<file path="src/rtl/prog_loader_pkg.sv">
// Shared types and widths for the program loader.
// Holds the FSM state encoding and the word/byte widths.
package prog_loader_pkg;

   localparam int WORD_W = 32;
   localparam int BYTE_W = 8;
   localparam int LEN_W  = 16;

   typedef enum logic [2:0] {
      S_IDLE,
      S_LEN0,
      S_LEN1,
      S_DATA,
      S_WRITE,
      S_DONE,
      S_ERR
   } state_t;

endpackage

</file>
<file path="src/rtl/prog_loader_word_assembler.sv">
// Collects four stream bytes little-endian into one 32-bit word.
// Ports: clk, reset (async low), clear, load, byte_in -> word, word_full.
module word_assembler
   import prog_loader_pkg::*;
(
   input  logic              clk,
   input  logic              reset,
   input  logic              clear,
   input  logic              load,
   input  logic [BYTE_W-1:0] byte_in,
   output logic [WORD_W-1:0] word,
   output logic              word_full
);

   logic [1:0] lane;

   always_ff @(posedge clk or negedge reset) begin
      if (!reset) begin
         lane <= '0;
         word <= '0;
      end else if (clear) begin
         lane <= '0;
         word <= '0;
      end else if (load) begin
         word[{lane, 3'b000} +: BYTE_W] <= byte_in;
         lane <= lane + 2'd1;
      end
   end

   // High on the transfer that lands in the top lane.
   assign word_full = load && (lane == 2'd3);

endmodule

</file>
<file path="src/rtl/prog_loader.sv">
// Byte-stream program loader filling the core's instruction memory.
// Ports: clk, reset (async low), start, byte_in/byte_valid/byte_ready,
// instr_in/instr_in_addr/instr_we, core_hold, busy, done, err.
module prog_loader
   import prog_loader_pkg::*;
#(
   parameter logic [WORD_W-1:0] ADDR_BASE = 32'h0000_0000,
   parameter int unsigned       MAX_WORDS = 64
) (
   input  logic              clk,
   input  logic              reset,
   input  logic              start,
   input  logic [BYTE_W-1:0] byte_in,
   input  logic              byte_valid,
   output logic              byte_ready,
   output logic [WORD_W-1:0] instr_in,
   output logic [WORD_W-1:0] instr_in_addr,
   output logic              instr_we,
   output logic              core_hold,
   output logic              busy,
   output logic              done,
   output logic              err
);

   localparam logic [WORD_W-1:0] MAX_W = MAX_WORDS;

   state_t             state_q, state_d;
   logic [BYTE_W-1:0]  len_lo;
   logic [LEN_W-1:0]   len_q, len_w;
   logic [LEN_W-1:0]   index, idx_inc;
   logic [WORD_W-1:0]  last_d, last_a;
   logic [WORD_W-1:0]  word, wr_addr;
   logic               word_full;
   logic               asm_clear, asm_load;

   assign len_w   = {byte_in, len_lo};
   assign idx_inc = index + 16'd1;
   // Byte offset of the word; the add wraps modulo 2^32.
   assign wr_addr = ADDR_BASE + {14'd0, index, 2'b00};

   word_assembler u_asm (
      .clk       (clk),
      .reset     (reset),
      .clear     (asm_clear),
      .load      (asm_load),
      .byte_in   (byte_in),
      .word      (word),
      .word_full (word_full)
   );

   always_ff @(posedge clk or negedge reset) begin
      if (!reset) state_q <= S_IDLE;
      else        state_q <= state_d;
   end

   always_comb begin
      state_d    = state_q;
      byte_ready = 1'b0;
      instr_we   = 1'b0;
      busy       = 1'b0;
      done       = 1'b0;
      err        = 1'b0;
      core_hold  = 1'b1;
      asm_clear  = 1'b0;
      asm_load   = 1'b0;
      unique case (state_q)
         S_IDLE: begin
            if (start) state_d = S_LEN0;
         end
         S_LEN0: begin
            byte_ready = 1'b1;
            busy       = 1'b1;
            if (byte_valid) state_d = S_LEN1;
         end
         S_LEN1: begin
            byte_ready = 1'b1;
            busy       = 1'b1;
            if (byte_valid) begin
               asm_clear = 1'b1;
               if (len_w == '0)
                  state_d = S_DONE;
               else if ({16'd0, len_w} > MAX_W)
                  state_d = S_ERR;
               else
                  state_d = S_DATA;
            end
         end
         S_DATA: begin
            byte_ready = 1'b1;
            busy       = 1'b1;
            asm_load   = byte_valid;
            if (word_full) state_d = S_WRITE;
         end
         S_WRITE: begin
            instr_we = 1'b1;
            busy     = 1'b1;
            if (idx_inc == len_q) state_d = S_DONE;
            else                  state_d = S_DATA;
         end
         S_DONE: begin
            done      = 1'b1;
            core_hold = 1'b0;
            if (start) state_d = S_LEN0;
         end
         S_ERR: begin
            err = 1'b1;
            if (start) state_d = S_LEN0;
         end
         default: state_d = S_IDLE;
      endcase
   end

   always_ff @(posedge clk or negedge reset) begin
      if (!reset) begin
         len_lo <= '0;
         len_q  <= '0;
         index  <= '0;
         last_d <= '0;
         last_a <= ADDR_BASE;
      end else begin
         if (state_q == S_LEN0 && byte_valid)
            len_lo <= byte_in;
         if (state_q == S_LEN1 && byte_valid) begin
            len_q <= len_w;
            index <= '0;
         end
         if (state_q == S_WRITE) begin
            index  <= idx_inc;
            last_d <= word;
            last_a <= wr_addr;
         end
      end
   end

   // Write port shows the live word during WRITE, else the last write.
   assign instr_in      = (state_q == S_WRITE) ? word    : last_d;
   assign instr_in_addr = (state_q == S_WRITE) ? wr_addr : last_a;

endmodule
</file>
<file path="config.mk">
export PLATFORM = sky130hd
export DESIGN_NAME = prog_loader
export DESIGN_NICKNAME = d
export VERILOG_FILES = /design/src/rtl/prog_loader_pkg.sv /design/src/rtl/prog_loader_word_assembler.sv /design/src/rtl/prog_loader.sv
export SDC_FILE = /design/constraint.sdc
export NUM_CORES = 1
export LEC_CHECK = 0
export BUFFER_PORTS_ARGS = -buffer_cell sky130_fd_sc_hd__buf_2
export CELL_PAD_IN_SITES_DETAIL_PLACEMENT = 0
export CELL_PAD_IN_SITES_GLOBAL_PLACEMENT = 1
export CORE_MARGIN = 3
export CORE_UTILIZATION = 45
export DETAILED_ROUTE_END_ITERATION = 10
export HOLD_SLACK_MARGIN = 0.12
export PLACE_DENSITY = 0.79
export SLEW_MARGIN = 0
export SYNTH_ARGS = -nofsm -noshare
export SYNTH_HDL_FRONTEND = slang
export SYNTH_SLANG_ARGS = --single-unit
</file>
<file path="constraint.sdc">
create_clock -name clk -period 3.34 [get_ports clk]
set_input_delay 0.668 -clock clk [delete_from_list [all_inputs] [get_ports clk]]
set_output_delay 0.668 -clock clk [all_outputs]
set_load 0.01 [all_outputs]
</file>
==> flow_summary.ini <==
[sta]
slew_violations = 0
finalClockSkew_ns = 0.00893
whs_ns = 0.273
finalSetupTns_ns = 0
worst_slack_ns = 0.493
min_period_ns = 2.85
max_slew_margin = 0.387
finalCritPeriodShare = 0.852
fmax_ghz = 0.351
rsz0062_at_grt = no
setup_viol = 0
hold_viol = 0
tightest_slew_ns = 0.913

[clock_network]
hold_buffers = 0
clk_pin_slew_ns = 0.06
htree_levels = 4
cts_buffers = 17
cts_tree = built
cts_repair_resize_count = 0
postCtsSetupBuffers = 0
cts_sinks = 141
ctsRootBufferMaster = clkbuf_16
cts_max_path_buffers = 2
clk_latency_ns = 0.42

[final_layout]
fin_nets = 671
drive_above_1_share = 0.227
final_core_util = 0.561
final_area_sq_um = 7220
antenna-diode-count = 0
fillers = 1135
area_growth_pct = 19.7

[worst_setup_path]
path_max_fanout = 38
crit_chain = nor2_1, nand2_2, inv_1, buf_4, nand2_1, nand2_1, buf_2
crit_arrival_ns = 2.18
worst_ep_required_time_ns = 2.67
critPathKind = reg -> out
crit_path_frequent_cell = nand2_1
r2r_cells = 7
worst_setup_path_end_kind = primary output
critPathLaunchType = register
path_buf_inv = 3
cp.depth = 7
cp_top_family = simple AND/OR/NAND/NOR gates
slowest_stage = dfrtp_1
slowest_delay_ns = 0.51

[power_and_ir_drop]
power.switching_mw = 1.94
power_frac_seq = 0.402
p_clk_frac = 0.322
pwr-share-comb = 0.275
ir_worst_vdd_uv = 468
powerDensity_nw_per_um2 = 823
p_int_mw = 4.00
p_leak_nw = 3.70
p_sw_frac = 0.327

[global_route]
track_usage = 0.201
globalRouteOverflowTotal = 0
antenna_found_initial = 0
grt_pass1_wl_um = 23200
grt_max_degree = 87
grt_pass1_vias = 4541

[route]
vias = 4453
via_per_inst = 5.32
wire_per_inst_um = 16.5
drc = 0
drt_pass1_iterations = 4
antenna_left = 0
drtIter0Drc = 320
wl_um = 13800

[outcome]
status = finished clean

[die]
floorplan.die_area_sq_um = 14800
ios = 82
core_area_sq_um = 12900
die_w_um = 122
initial_utilization = 0.468
rows = 41
die_y_um = 122

[synthesis]
synth_fa_ha_area_frac = 0.0125
syn_nets = 595
yosys.area_share.simple = 0.183
synth-edff-count = 0
ys_seq_elements = 141
synth-compound-area-share = 0.111
synth_xor_xnor_area_share = 0.0349
syn_area_sq_um = 6030
seq_area_frac_synth = 0.585
ys.flop_type = dfrtp_1
synth_cell_types = 48
synthMuxAreaShare = 0.0465
synth_cells = 577
ys_warn_count = 0
synth_top_family_by_area = simple AND/OR/NAND/NOR gates
syn_area_per_cell_sq_um = 10.4
postSynth.asyncResetShare = 1.00

[hold_path]
worstHoldPathType = in -> async

[placement]
dpl_worst_slack_ns = 0.633
dp_hpwl_um = 9000
port_buffers = 81
dpl_cell_area_sq_um = 6610
place_congestion = 0.828

[flow_run]
drv_cap = 0
## state kept, by name (all words and copies together) (netlist names)
register / count
last_a: 32
last_d: 32
u_asm.word: 32
index: 16
len_q: 16
len_lo: 8
state_q: 3
u_asm.lane: 2
## metrics by stage
step / cells / power (mW)
3_3_place_gp: 806 / 4.00
5_1_grt: 837 / 6.31
3_5_place_dp: 806 / 4.06
4_1_cts: 837 / 6.01
6_report: 837 / 5.94
2_1_floorplan: 577 / 3.48
## worst register-to-register path: cells and delay by family (launching register included)
family | cells | cell delay, ns
AO/OA/AOI/OAI | 2 | 0.51
flip-flops | 1 | 0.49
AND/OR/NAND/NOR | 4 | 1.37
adder cells (fa/ha/maj) | 1 | 0.29
## cell type report
class,count,area (sq um),area share
sequential,141,3530,0.489
multi-input combinational,396,2340,0.324
timing repair buffer,89,497,0.0688
clock buffer,21,470,0.0652
tap,172,215,0.0298
clock inverter,10,139,0.0192
inverter,8,30.0,0.00416
## Yosys cell counts, types with 2 or more instances
master,count,area share
o41ai_1,3,0.0044
o22ai_1,2,0.0021
xor2_1,10,0.015
and2_1,18,0.019
nor4_1,5,0.0052
buf_1,7,0.0044
and3_1,3,0.0031
ha_1,6,0.012
a21o_1,2,0.0025
a22o_1,32,0.046
nand2_1,161,0.10
o31ai_1,6,0.0075
nor2_1,18,0.011
a211o_1,2,0.0029
nand3_1,12,0.010
or3_1,2,0.0021
buf_2,7,0.0058
a21oi_1,5,0.0041
inv_1,7,0.0044
nor3b_1,2,0.0025
nor3_1,8,0.0066
or4_1,2,0.0025
dfrtp_1,141,0.59
nor4b_2,2,0.0050
a31oi_1,3,0.0031
and4_1,2,0.0029
o21ai_1,5,0.0041
xnor2_1,14,0.020
mux2_2,24,0.045
nor2b_1,2,0.0021
clkbuf_1,16,0.010
o21ai_0,29,0.024
nand4_1,4,0.0041
## path summary, 6_finish.rpt
path                            start        endpoint  slack [ns]
setup / recovery           state_q[0]     instr_in[0]        0.49
hold / removal                  reset  u_asm.word[19]        0.27
setup reg to reg             index[0]      state_q[1]        0.59
hold reg to reg            last_d[24]      last_d[24]        0.46
max in group asynchronous       reset      last_d[24]        2.27
min in group clk           last_d[24]      last_d[24]        0.46
## per-layer routing
| layer | up-vias | GRT usage | part of all wire |
|---|---|---|---|
| li1 | 2135 | - | - |
| met1 | 2180 | 0.276 | 0.47 |
| met2 | 123 | 0.313 | 0.46 |
| met3 | 15 | 0.0492 | 0.054 |
| met4 | 0 | 0.0735 | 0.013 |
| met5 | - | 0 | 0 |
## power groups by stage
stage          clock network, mW  logic, mW  registers (mW)
6_report                    1.92       1.64            2.39
5_1_grt                     2.04       1.83            2.44
4_1_cts                     1.96       1.66            2.39
3_5_place_dp                   0       1.64            2.42
3_3_place_gp                   0       1.60            2.40
2_1_floorplan                  0       1.20            2.28
## kinds of logic after synthesis
group | count (synthesis)
fa+ha+maj | 6
buf+inv | 40
simple gates | 246
flops | 141
mux | 25
compound gates | 95
xor+xnor | 24
## layout by cell type, fill, tap and decap left out, types with 6 or more instances in the layout
master | netlist | final
a22o_1 | 32 | 32
and2_1 | 18 | 18
buf_2 | 7 | 80
buf_4 | 1 | 6
clkbuf_16 | 0 | 17
dfrtp_1 | 141 | 141
ha_1 | 6 | 6
inv_1 | 7 | 7
mux2_2 | 24 | 24
nand2_1 | 161 | 160
nand3_1 | 12 | 12
nor2_1 | 18 | 18
nor3_1 | 8 | 8
o21ai_0 | 29 | 29
o31ai_1 | 6 | 6
xnor2_1 | 14 | 14
xor2_1 | 10 | 10
Note: power is estimated with default switching activity, not from simulation.
